==> src/rtl/tx_fifo_arbiter_pkg.sv <==
// tx_fifo_arbiter_pkg
//   Shared definitions for the TX FIFO write-port arbiter:
//   - default parameter values (requester count, byte width, length width)
//   - FSM state encoding (ST_IDLE, ST_XFER)
//   - ptr_width(): width of a round-robin pointer addressing n requesters
package tx_fifo_arbiter_pkg;

  localparam int unsigned DEF_NUM_REQ    = 4;
  localparam int unsigned DEF_DATA_WIDTH = 8;
  localparam int unsigned DEF_LEN_WIDTH  = 4;

  typedef enum logic {
    ST_IDLE = 1'b0,
    ST_XFER = 1'b1
  } arb_state_t;

  function automatic int unsigned ptr_width(input int unsigned n);
    return (n > 1) ? $clog2(n) : 1;
  endfunction

endpackage

==> src/rtl/tx_fifo_arbiter_if.sv <==
// tx_fifo_arbiter_if
//   Bundles the requester handshake and the FIFO write port of the arbiter.
//   Signals:
//     REQ        per-requester frame request level
//     REQ_LEN    per-requester frame length (slice i = requester i, 0 = 2**LEN_WIDTH)
//     REQ_DATA   per-requester current byte (slice i = requester i)
//     GNT        one-hot grant, held for the whole frame
//     DATA_ACK   per-requester byte-consumed pulse
//     FRAME_DONE per-requester pulse coincident with the last byte's DATA_ACK
//     FIFO_FULL  FIFO write-side full flag
//     WR_DATA    FIFO write data
//     WR_INC     FIFO write strobe
//     BUSY       high while a frame is being transferred
//   Modports:
//     slave  - arbiter view
//     master - requesters/FIFO view
interface tx_fifo_arbiter_if
  import tx_fifo_arbiter_pkg::*;
#(
  parameter int unsigned NUM_REQ    = DEF_NUM_REQ,
  parameter int unsigned DATA_WIDTH = DEF_DATA_WIDTH,
  parameter int unsigned LEN_WIDTH  = DEF_LEN_WIDTH
);

  logic [NUM_REQ-1:0]            REQ;
  logic [NUM_REQ*LEN_WIDTH-1:0]  REQ_LEN;
  logic [NUM_REQ*DATA_WIDTH-1:0] REQ_DATA;
  logic [NUM_REQ-1:0]            GNT;
  logic [NUM_REQ-1:0]            DATA_ACK;
  logic [NUM_REQ-1:0]            FRAME_DONE;
  logic                          FIFO_FULL;
  logic [DATA_WIDTH-1:0]         WR_DATA;
  logic                          WR_INC;
  logic                          BUSY;

  modport slave (
    input  REQ, REQ_LEN, REQ_DATA, FIFO_FULL,
    output GNT, DATA_ACK, FRAME_DONE, WR_DATA, WR_INC, BUSY
  );

  modport master (
    output REQ, REQ_LEN, REQ_DATA, FIFO_FULL,
    input  GNT, DATA_ACK, FRAME_DONE, WR_DATA, WR_INC, BUSY
  );

endinterface

==> src/rtl/tx_fifo_arbiter_rr_pick.sv <==
// tx_fifo_arbiter_rr_pick
//   Combinational round-robin selector. Picks the first set bit of req_i
//   searching upward from ptr_i with wrap-around.
//   Ports:
//     req_i   request vector
//     ptr_i   search start position (must be < NUM_REQ)
//     pick_o  one-hot selected requester (zero when no request)
//     valid_o at least one request is set
module tx_fifo_arbiter_rr_pick
  import tx_fifo_arbiter_pkg::*;
#(
  parameter int unsigned NUM_REQ = DEF_NUM_REQ,
  parameter int unsigned PW      = ptr_width(NUM_REQ)
) (
  input  logic [NUM_REQ-1:0] req_i,
  input  logic [PW-1:0]      ptr_i,
  output logic [NUM_REQ-1:0] pick_o,
  output logic               valid_o
);

  logic [2*NUM_REQ-1:0] dbl;
  logic [2*NUM_REQ-1:0] back;
  logic [NUM_REQ-1:0]   rot;
  logic [NUM_REQ-1:0]   lowest;

  // Rotate so that bit 0 is req_i[ptr_i], isolate the lowest set bit,
  // then rotate back. Doubling the vector turns the rotation into a shift.
  always_comb begin
    dbl    = {req_i, req_i};
    rot    = NUM_REQ'(dbl >> ptr_i);
    lowest = rot & (~rot + 1'b1);
    back   = {{NUM_REQ{1'b0}}, lowest} << ptr_i;
    pick_o = back[NUM_REQ-1:0] | back[2*NUM_REQ-1:NUM_REQ];
  end

  assign valid_o = |req_i;

endmodule

==> src/rtl/tx_fifo_arbiter.sv <==
// tx_fifo_arbiter
//   Round-robin, frame-locked arbiter placing multi-byte frames from
//   NUM_REQ requesters onto the single write port of the TX async FIFO.
//   A grant is issued one cycle after REQ and held until the latched frame
//   length has been written; FIFO_FULL stalls the transfer byte by byte.
//   Ports:
//     CLK  REF_CLK domain clock
//     RST  asynchronous active-low reset
//     bus  tx_fifo_arbiter_if.slave: REQ/REQ_LEN/REQ_DATA/FIFO_FULL in,
//          GNT/DATA_ACK/FRAME_DONE/WR_DATA/WR_INC/BUSY out
module tx_fifo_arbiter
  import tx_fifo_arbiter_pkg::*;
#(
  parameter int unsigned NUM_REQ    = DEF_NUM_REQ,
  parameter int unsigned DATA_WIDTH = DEF_DATA_WIDTH,
  parameter int unsigned LEN_WIDTH  = DEF_LEN_WIDTH
) (
  input  logic                  CLK,
  input  logic                  RST,
  tx_fifo_arbiter_if.slave      bus
);

  localparam int unsigned PW = ptr_width(NUM_REQ);
  localparam int unsigned CW = LEN_WIDTH + 1;   // holds 2**LEN_WIDTH

  arb_state_t         state_q;
  logic [NUM_REQ-1:0] gnt_q;
  logic [PW-1:0]      rr_ptr_q;
  logic [CW-1:0]      cnt_q;

  logic [NUM_REQ-1:0]    pick;
  logic                  pick_valid;
  logic [LEN_WIDTH-1:0]  len_sel;
  logic [DATA_WIDTH-1:0] data_sel;
  logic [PW-1:0]         gnt_idx;
  logic [PW-1:0]         nxt_ptr;
  logic [CW-1:0]         load_len;
  logic                  in_xfer;
  logic                  wr_inc;
  logic                  last_byte;

  tx_fifo_arbiter_rr_pick #(
    .NUM_REQ (NUM_REQ),
    .PW      (PW)
  ) u_rr_pick (
    .req_i   (bus.REQ),
    .ptr_i   (rr_ptr_q),
    .pick_o  (pick),
    .valid_o (pick_valid)
  );

  // Length comes from the requester being picked now; data and the
  // granted index come from the registered grant.
  always_comb begin
    len_sel  = '0;
    data_sel = '0;
    gnt_idx  = '0;
    for (int unsigned i = 0; i < NUM_REQ; i++) begin
      if (pick[i]) begin
        len_sel = bus.REQ_LEN[i*LEN_WIDTH +: LEN_WIDTH];
      end
      if (gnt_q[i]) begin
        data_sel = bus.REQ_DATA[i*DATA_WIDTH +: DATA_WIDTH];
        gnt_idx  = PW'(i);
      end
    end
  end

  always_comb begin
    if (32'(gnt_idx) == NUM_REQ - 1) begin
      nxt_ptr = '0;
    end else begin
      nxt_ptr = gnt_idx + 1'b1;
    end
  end

  // A zero length field means a full 2**LEN_WIDTH byte frame.
  assign load_len  = (len_sel == '0) ? CW'(1 << LEN_WIDTH) : {1'b0, len_sel};

  assign in_xfer   = (state_q == ST_XFER);
  assign wr_inc    = in_xfer && !bus.FIFO_FULL;
  assign last_byte = wr_inc && (cnt_q == CW'(1));

  always_ff @(posedge CLK or negedge RST) begin
    if (!RST) begin
      state_q  <= ST_IDLE;
      gnt_q    <= '0;
      rr_ptr_q <= '0;
      cnt_q    <= '0;
    end else begin
      case (state_q)
        ST_IDLE: begin
          if (pick_valid) begin
            gnt_q   <= pick;
            cnt_q   <= load_len;
            state_q <= ST_XFER;
          end
        end
        ST_XFER: begin
          if (wr_inc) begin
            cnt_q <= cnt_q - 1'b1;
            if (cnt_q == CW'(1)) begin
              gnt_q    <= '0;
              rr_ptr_q <= nxt_ptr;
              state_q  <= ST_IDLE;
            end
          end
        end
      endcase
    end
  end

  assign bus.GNT        = gnt_q;
  assign bus.BUSY       = in_xfer;
  assign bus.WR_INC     = wr_inc;
  assign bus.WR_DATA    = in_xfer ? data_sel : '0;
  assign bus.DATA_ACK   = wr_inc ? gnt_q : '0;
  assign bus.FRAME_DONE = last_byte ? gnt_q : '0;

endmodule

==> src/flat_wrapper.sv <==
// flat-port wrapper written by rule: the top's interface ports become plain ports
module tx_fifo_arbiter_flat import tx_fifo_arbiter_pkg::*;
#(
  parameter int unsigned NUM_REQ    = DEF_NUM_REQ,
  parameter int unsigned DATA_WIDTH = DEF_DATA_WIDTH,
  parameter int unsigned LEN_WIDTH  = DEF_LEN_WIDTH
)
  (CLK, RST, bus_REQ, bus_REQ_LEN, bus_REQ_DATA, bus_FIFO_FULL, bus_GNT, bus_DATA_ACK, bus_FRAME_DONE, bus_WR_DATA, bus_WR_INC, bus_BUSY);
  tx_fifo_arbiter_if #(.NUM_REQ(NUM_REQ), .DATA_WIDTH(DATA_WIDTH), .LEN_WIDTH(LEN_WIDTH)) bus_i ();
  input  logic CLK;
  input  logic RST;
  input wire logic [$bits(bus_i.REQ)-1:0] bus_REQ;
  input wire logic [$bits(bus_i.REQ_LEN)-1:0] bus_REQ_LEN;
  input wire logic [$bits(bus_i.REQ_DATA)-1:0] bus_REQ_DATA;
  input wire logic [$bits(bus_i.FIFO_FULL)-1:0] bus_FIFO_FULL;
  output wire logic [$bits(bus_i.GNT)-1:0] bus_GNT;
  output wire logic [$bits(bus_i.DATA_ACK)-1:0] bus_DATA_ACK;
  output wire logic [$bits(bus_i.FRAME_DONE)-1:0] bus_FRAME_DONE;
  output wire logic [$bits(bus_i.WR_DATA)-1:0] bus_WR_DATA;
  output wire logic [$bits(bus_i.WR_INC)-1:0] bus_WR_INC;
  output wire logic [$bits(bus_i.BUSY)-1:0] bus_BUSY;
  assign bus_i.REQ = bus_REQ;
  assign bus_i.REQ_LEN = bus_REQ_LEN;
  assign bus_i.REQ_DATA = bus_REQ_DATA;
  assign bus_i.FIFO_FULL = bus_FIFO_FULL;
  assign bus_GNT = bus_i.GNT;
  assign bus_DATA_ACK = bus_i.DATA_ACK;
  assign bus_FRAME_DONE = bus_i.FRAME_DONE;
  assign bus_WR_DATA = bus_i.WR_DATA;
  assign bus_WR_INC = bus_i.WR_INC;
  assign bus_BUSY = bus_i.BUSY;
  tx_fifo_arbiter #(.NUM_REQ(NUM_REQ), .DATA_WIDTH(DATA_WIDTH), .LEN_WIDTH(LEN_WIDTH)) u_core (.CLK(CLK), .RST(RST), .bus(bus_i));
endmodule
==> config.mk <==
export PLATFORM = sky130hd
export DESIGN_NAME = tx_fifo_arbiter_flat
export DESIGN_NICKNAME = d
export VERILOG_FILES = /design/src/rtl/tx_fifo_arbiter_pkg.sv /design/src/rtl/tx_fifo_arbiter_if.sv /design/src/rtl/tx_fifo_arbiter_rr_pick.sv /design/src/rtl/tx_fifo_arbiter.sv /design/src/flat_wrapper.sv
export SDC_FILE = /design/constraint.sdc
export NUM_CORES = 1
export LEC_CHECK = 0
export BUFFER_PORTS_ARGS = -buffer_cell sky130_fd_sc_hd__buf_2
export CAP_MARGIN = 15
export CORE_MARGIN = 1.5
export CORE_UTILIZATION = 45
export CTS_CLUSTER_DIAMETER = 40
export DETAILED_ROUTE_END_ITERATION = 6
export GPL_TIMING_DRIVEN = 1
export PLACE_DENSITY = 0.85
export SYNTH_ARGS = -nofsm -noshare
export SYNTH_HDL_FRONTEND = slang
export SYNTH_SLANG_ARGS = --single-unit
==> constraint.sdc <==
create_clock -name CLK -period 2.6 [get_ports CLK]
set_input_delay 0.78 -clock CLK [delete_from_list [all_inputs] [get_ports CLK]]
set_output_delay 0.78 -clock CLK [all_outputs]
set_load 0.02 [all_outputs]
# After elaboration in Yosys (flattened, before gate mapping)
# Index checks and enable logic that the tools add are counted.
# word_totals
regBits	12
output_inout_bits	22
in_bits	55
# op_classes
n_mux	27
n_reduce_logical	8
eq_ne	5
n_addsub	3
n_shift	2
bitwise	4
# op_table
operator	count
$mux 8	5
$mux 4	9
$mux 5	3
$pmux 5 s2	1
$pmux 4 s2	1
$shl 4x2->8	1
$shr 8x2->4	1
$mux 2	3
$reduce_and 3->1	2
$eq 5x1->1 const B	1
$sub 5x1->5 const B	1
$add 4x1->4 const B	1
$and 4x4->4	1
$logic_not 4->1	1
$mux 1	4
$ne 2x2->1 const B	2
$not 4->4	1
$or 4x4->4	1
$reduce_or 4->1	1
$add 2x1->2 const B	1
$eq 2x2->1 const B	1
$logic_and 1x1->1	2
$ne 2x1->1 const B	1
$pmux 1 s2	1
other kinds (3)	3

# Depth between registers and ports, before layout
# Gate-level depths: netlist (run 1).
# depth
depth_word	14
ltp_mapped	7
depth_no_buf	7

# By module
# Synthesis (run 1) repeated with hierarchy kept, for this count alone.
# unflattened
cells_unflattened	159
hier_area_um2	1236.2
# by_module_without_submodules
mod	cells_each	seq_area_each_um2	n_inst	area_each_um2
tx_fifo_arbiter	140	300.3	1	1122.3
tx_fifo_arbiter_rr_pick	19	0.0	1	113.9

# Worst setup path before layout (run 1)
# OpenSTA, ideal clock, no wires.
# synth_timing
path_type	flip-flop to output port
from	reg u_core.state_q, in the netlist u_core.bus.BUSY
to	out bus_FRAME_DONE[2]
slack_ns	0.226
arrival_ns	1.594
n_path_buf	1
path_stages_with_launch	4
cell_sequence	dfrtp_1 > buf_2 > inv_1 > nor4_1
# synth_via
elab_chain_len	3
# synth_lines
item	line	rtl
start: declaration	tx_fifo_arbiter.sv:26	arb_state_t state_q;
start signal: assignment	tx_fifo_arbiter.sv:86	state_q <= ST_IDLE;
start signal: assignment	tx_fifo_arbiter.sv:96	state_q <= ST_XFER;
start signal: assignment	tx_fifo_arbiter.sv:105	state_q <= ST_IDLE;
$logic_and 1x1->1	tx_fifo_arbiter.sv:81	assign wr_inc = in_xfer && !bus.FIFO_FULL;
$logic_and 1x1->1	tx_fifo_arbiter.sv:82	assign last_byte = wr_inc && (cnt_q == CW'(1));
$mux 4	tx_fifo_arbiter.sv:118	assign bus.FRAME_DONE = last_byte ? gnt_q : '0;
end: declaration	flat_wrapper.sv:18	output wire logic [$bits(bus_i.FRAME_DONE)-1:0] bus_FRAME_DONE;
# Every way passes these cells.

# Worst setup path in the final report (run 1)
# layout_timing
from	reg u_core.gnt_q[0], in the netlist u_core.bus.GNT[0]
to	out bus_WR_DATA[3]
# layout_via
elab_chain_len	5
# layout_lines
item	line	rtl
start: declaration	tx_fifo_arbiter.sv:27	logic [NUM_REQ-1:0] gnt_q;
start signal: assignment	tx_fifo_arbiter.sv:94	gnt_q <= pick;
$mux 8 (4 in a row)	tx_fifo_arbiter.sv:62	if (gnt_q[i]) begin
$mux 8	tx_fifo_arbiter.sv:116	assign bus.WR_DATA = in_xfer ? data_sel : '0;
end: declaration	flat_wrapper.sv:19	output wire logic [$bits(bus_i.WR_DATA)-1:0] bus_WR_DATA;
# Every way passes these cells.

==> results.txt, run 1 <==
clk root buf = clkbuf_4
main combinational cell family by area after synthesis = compound AO/OA/AOI/OAI gates
Top FF cell, synth = dfrtp_1
cells on worst reg2reg path = 6
# hold bufs at CTS = 0
Max-Cap Viols = 0
Worst path slowest cell = dfrtp_1
H-tree depth = 1
Clock Path Buffers = 2
# setup viols final = 0
post-synthesis xor/xnor area fraction = 0%
die area = 2880 µm²
Seq/Total Area, Yosys = 26.0%
fraction of the mapped netlist area in simple logic gates = 22.0%
FF-to-FF setup slack = 0.73 ns
total track usage = 24.7%
Area Overhead vs Synth = 39.6%
Crit path depth = 5
FF-to-FF Start = u_core.rr_ptr_q[1]
achievable frequency = 411 MHz
Post-DRT Antenna Nets = 0
worst clock skew = 0.00294 ns
data arrival time of the critical path = 1.66 ns
Synth Area in Compound Gates = 42.6%
Routed WL per cell = 13.7 µm
CP max FO = 7
Cell Pwr Density = 963 nW/µm²
height of the die = 53.6 µm
share of cells above drive strength 1 = 43.4%
# diodes = 0
nets = 285
WP buf/inv = 1
crit-path max cell delay = 0.42 ns
core region area = 2450 µm²
Core Util, Final = 65.6%
grt ovf = 0
EDFF count, synth = 0
Chip Width = 53.6 µm
CP required = 1.82 ns
routability cong. = 0.787
Peak VDD IR = 0.572 mV
RSZ-0062 raised after global routing = no
Async SR Flop Fraction = 100%
Top Family by Delay on Critical Path = compound AO/OA/AOI/OAI gates
Post-DP HPWL = 2.74 mm
Iter 0 DRT Violations = 34
Pins Over Slew Limit = 0
crit share post-route = 93.7%
Worst setup EP type = output port
Final Hold Viols = 0
Distinct cells, synth = 43
DRC Markers = 0
Clock Sinks = 12
Worst-path clk slew = 0.07 ns
RR Endpoint = u_core.cnt_q[4]
worst-path cell chain = nor2b_2 -> a221o_1 -> o211ai_1 -> a21oi_1 -> buf_2
via count = 1450
largest net degree at the start of global routing = 16
synth warn = 0
Slew headroom = 66.2%
Setup crit start = u_core.bus.GNT[0]
status = finished clean
syn_area_per_cell = 7.79 µm²
Vias/cell = 5.66
flop and latch count out of synthesis = 12
I/O pins = 77
cell area after synthesis = 1150 µm²
Crit Path Class = flip-flop to output port
CTS tree = built
minimum clock period after layout = 2.44 ns
synthesized net count = 205
initial antenna violation count = 0
Min-Delay Path Class = primary input to asynchronous set/reset pin
routed wire length = 3.50 mm
Starting Density = 47.0%
Syn Inst Count = 148
Std-Cell Rows = 18
CTS buffer count = 3
setup TNS = 0 ns
port bufs = 76
global-route wire length before repair = 5.17 mm
number of global-route vias before repair = 1253
LEAKAGE = 0.831 nW
drt pass-1 iters = 4
Worst setup SP type = flip-flop
Worst Max-Slew Pin Slew = 0.501 ns
mux cell area share after synthesis = 1.84%
worst skew pair latency = 0.26 ns
Post-Synth Adder-Cell Area = 2.17%
-- flip-flops by register name (all words and copies together), names as in the netlist --
signal,flops
u_core.bus.BUSY,1
u_core.bus.GNT,4
u_core.cnt_q,5
u_core.rr_ptr_q,2
-- cells by family (layout without fill, tap and decap cells) --
group / Yosys count / after routing
AOI/OAI and AO/OA: 64 / 64
DFF: 12 / 12
buffers and inverters: 15 / 93
muxes: 2 / 2
adders and majority gates: 2 / 2
and+or+nand+nor: 53 / 53
-- cells in the mapped netlist, types with 3 or more instances --
cell type / count / area (µm²)
a21oi_1: 20 / 100
nand2_1: 20 / 75.1
nor2_1: 13 / 48.8
dfrtp_1: 12 / 300
a221o_1: 7 / 70.1
o211ai_1: 7 / 52.6
o21ai_0: 7 / 35.0
and2_1: 6 / 37.5
inv_1: 6 / 22.5
a22o_1: 5 / 43.8
clkbuf_1: 5 / 18.8
nor3_1: 3 / 15.0
-- per-layer routing --
layer	global-route usage [%]	part of all wire, %	vias up
met2	44.2	48	78
met5	0	0	-
li1	-	-	717
met3	4.17	10	2
met4	11.5	0.86	0
met1	28.3	41	653
-- placed cells by master, fill, tap and decap left out, types with 2 or more instances in the layout --
cell | Yosys | final
dfrtp_1 | 12 | 12
inv_1 | 6 | 6
o221a_2 | 2 | 2
a22oi_1 | 2 | 2
a221o_1 | 7 | 7
buf_2 | 1 | 76
clkinv_1 | 2 | 2
nor3_1 | 3 | 3
a22o_1 | 5 | 5
ha_1 | 2 | 2
nor2_1 | 13 | 13
nand2_1 | 20 | 20
nor4_1 | 2 | 2
a221oi_2 | 2 | 2
o21ai_0 | 7 | 7
a21oi_1 | 20 | 20
and2_1 | 6 | 6
clkbuf_4 | 0 | 3
buf_4 | 1 | 6
o211ai_1 | 7 | 7
-- worst max-delay path by stage --
stage,endpoint,slack [ns]
3_3_place_gp,bus_WR_DATA[3],0.25
5_1_grt,bus_WR_DATA[7],0.01
3_5_place_dp,bus_WR_DATA[3],0.24
6_report,bus_WR_DATA[3],0.16
4_1_cts,bus_WR_DATA[3],0.004
2_1_floorplan,bus_FRAME_DONE[2],0.23
-- where the power goes --
part | leakage [nW] | internal (W) | switching, W | total, W
clock | 0.0138 | 0.0000535 | 0.0000560 | 0.000109
combinational | 0.672 | 0.000466 | 0.000626 | 0.00109
sequential | 0.146 | 0.000260 | 0.0000879 | 0.000348
total | 0.831 | 0.000780 | 0.000770 | 0.00155
-- through the flow --
stage / instances / power, W / hold slack, ns / cell area [µm²] / setup slack [ns]
final: 256 / 0.00155 / 0.380 / 1610 / 0.165
after global routing: 256 / 0.00169 / 0.390 / 1610 / 0.0100
after CTS: 256 / 0.00154 / 0.383 / 1610 / 0.00397
after detailed placement: 253 / 0.00143 / 0.532 / 1590 / 0.238
after global placement: 253 / 0.00141 / 0.529 / 1590 / 0.254
after floorplan: 148 / 0.00111 / 0.484 / 1150 / 0.226
-- what timing repair did --
item	in CTS	in global routing
gates resized for setup	0	1
endpoints found under the setup margin	0	7
buffers inserted	0	0
-- area by class of cell --
type	count	area, µm²
Multi-Input combinational cell	121	795
Timing Repair Buffer	82	425
Fill cell	236	845
Inverter	8	30.0
Tap cell	30	37.5
Sequential cell	12	300
Clock buffer	3	22.5
(Power assumes the default switching activity.)
==> run 2: changes to the inputs <==
Settings changed: PLACE_DENSITY 0.85 to unset, PLACE_DENSITY_LB_ADDON set to 0.15.
==> run 2 against run 1 <==
- clock skew increased by 0.0013 ns
- register-to-register slack better by 0.09 ns
- setup slack lost 0.0040 ns
- critical path type unchanged
==> results.txt, run 2 (synthesized netlist as in run 1, its figures left out) <==
Post-DP HPWL = 2.81 mm
achievable frequency = 410 MHz
CP required = 1.82 ns
share of cells above drive strength 1 = 43.6%
RSZ-0062 raised after global routing = no
CP max FO = 4
Min-Delay Path Class = primary input to asynchronous set/reset pin
Chip Width = 53.6 µm
commonest non-fill, non-tap cell in the layout = buf_2
drt pass-1 iters = 4
Worst setup SP type = flip-flop
global-route wire length before repair = 5.18 mm
Core Util, Final = 66.4%
Std-Cell Rows = 18
Slew headroom = 65.0%
Starting Density = 47.0%
max FFs per register = 5
commonest cells after routing, fill and taps aside = buf_2, nand2_1, a21oi_1
height of the die = 53.6 µm
worst skew pair latency = 0.29 ns
routed wire length = 3.62 mm
Peak VDD IR = 0.633 mV
CTS buffer count = 3
register bank with the most flops = u_core.cnt_q
setup TNS = 0 ns
Post-DRT Antenna Nets = 0
Crit Path Class = flip-flop to output port
Area Overhead vs Synth = 41.2%
# diodes = 0
port bufs = 76
Vias/cell = 5.71
status = finished clean
Final Hold Slack = 0.358 ns
Worst-path clk slew = 0.08 ns
Clock Sinks = 12
CTS tree = built
core region area = 2450 µm²
nets = 285
Final Hold Viols = 0
Clock Path Buffers = 2
LEAKAGE = 0.840 nW
number of global-route vias before repair = 1178
routability cong. = 0.783
grt ovf = 0
total track usage = 24.8%
via count = 1467
# setup viols final = 0
initial antenna violation count = 0
crit share post-route = 93.8%
clk root buf = clkbuf_4
Max-Cap Viols = 0
data arrival time of the critical path = 1.66 ns
minimum clock period after layout = 2.44 ns
worst clock skew = 0.00422 ns
Routed WL per cell = 14.1 µm
Pins Over Slew Limit = 0
H-tree depth = 1
die area = 2880 µm²
Iter 0 DRT Violations = 45
largest net degree at the start of global routing = 16
I/O pins = 77
Worst Max-Slew Pin Slew = 0.524 ns
Worst setup EP type = output port
Cell Pwr Density = 991 nW/µm²
DRC Markers = 0
==> run 2: cell type report <==
| cell class | count | area (µm²) |
|---|---|---|
| multi-input combinational | 121 | 800 |
| fill | 210 | 826 |
| tap | 30 | 37.5 |
| timing repair buffer | 82 | 425 |
| clock buffer | 4 | 36.3 |
| inverter | 8 | 30.0 |
| sequential | 12 | 300 |
==> run 2: final timing paths <==
check / from / to / slack (ns) / cells past startpoint
max in group asynchronous: RST / u_core.rr_ptr_q[0] / 2.02 / 1
worst max register to register: u_core.rr_ptr_q[1] / u_core.cnt_q[1] / 0.82 / 6
worst min-delay path: RST / u_core.cnt_q[2] / 0.36 / 1
worst max-delay path: u_core.cnt_q[1] / bus_FRAME_DONE[3] / 0.16 / 6
min in group CLK: u_core.cnt_q[1] / u_core.cnt_q[1] / 0.55 / 1
worst min register to register: u_core.cnt_q[1] / u_core.cnt_q[1] / 0.55 / 1
==> run 2: where the power goes <==
part | switching (W) | leakage (nW) | internal (W) | total, W
sequential | 0.0000854 | 0.146 | 0.000260 | 0.000345
combinational | 0.000638 | 0.673 | 0.000474 | 0.00111
clock | 0.0000715 | 0.0210 | 0.0000854 | 0.000157
==> run 2: per-layer routing <==
metal / global-route usage (%) / routed length, µm
met4: 7.69 / 38
met3: 3.33 / 277
met2: 46.7 / 1810
met5: 0 / 0
met1: 28.8 / 1500
==> run 2: what timing repair did <==
item                       4_1_cts  5_1_grt
setup endpoints to repair        0        7
setup buffers                    0        0
hold buffers                     0        0
resized for setup                0        2
==> run 2: worst max-delay path: stages, from the launching register on <==
cell	delay, ns
dfrtp_1	0.40
inv_1	0.09
ha_1	0.16
nand3b_1	0.17
nor3_2	0.23
and2_1	0.17
buf_2	0.16
==> run 2: metrics by stage <==
step	area (µm²)	instances	setup slack, ns	power, W
finish	1630	257	0.161	0.00161
global route	1630	257	0.0591	0.00175
CTS	1620	257	0.0253	0.00160
detailed placement	1590	253	0.221	0.00144
global placement	1590	253	0.242	0.00140
floorplan	1150	148	0.226	0.00111
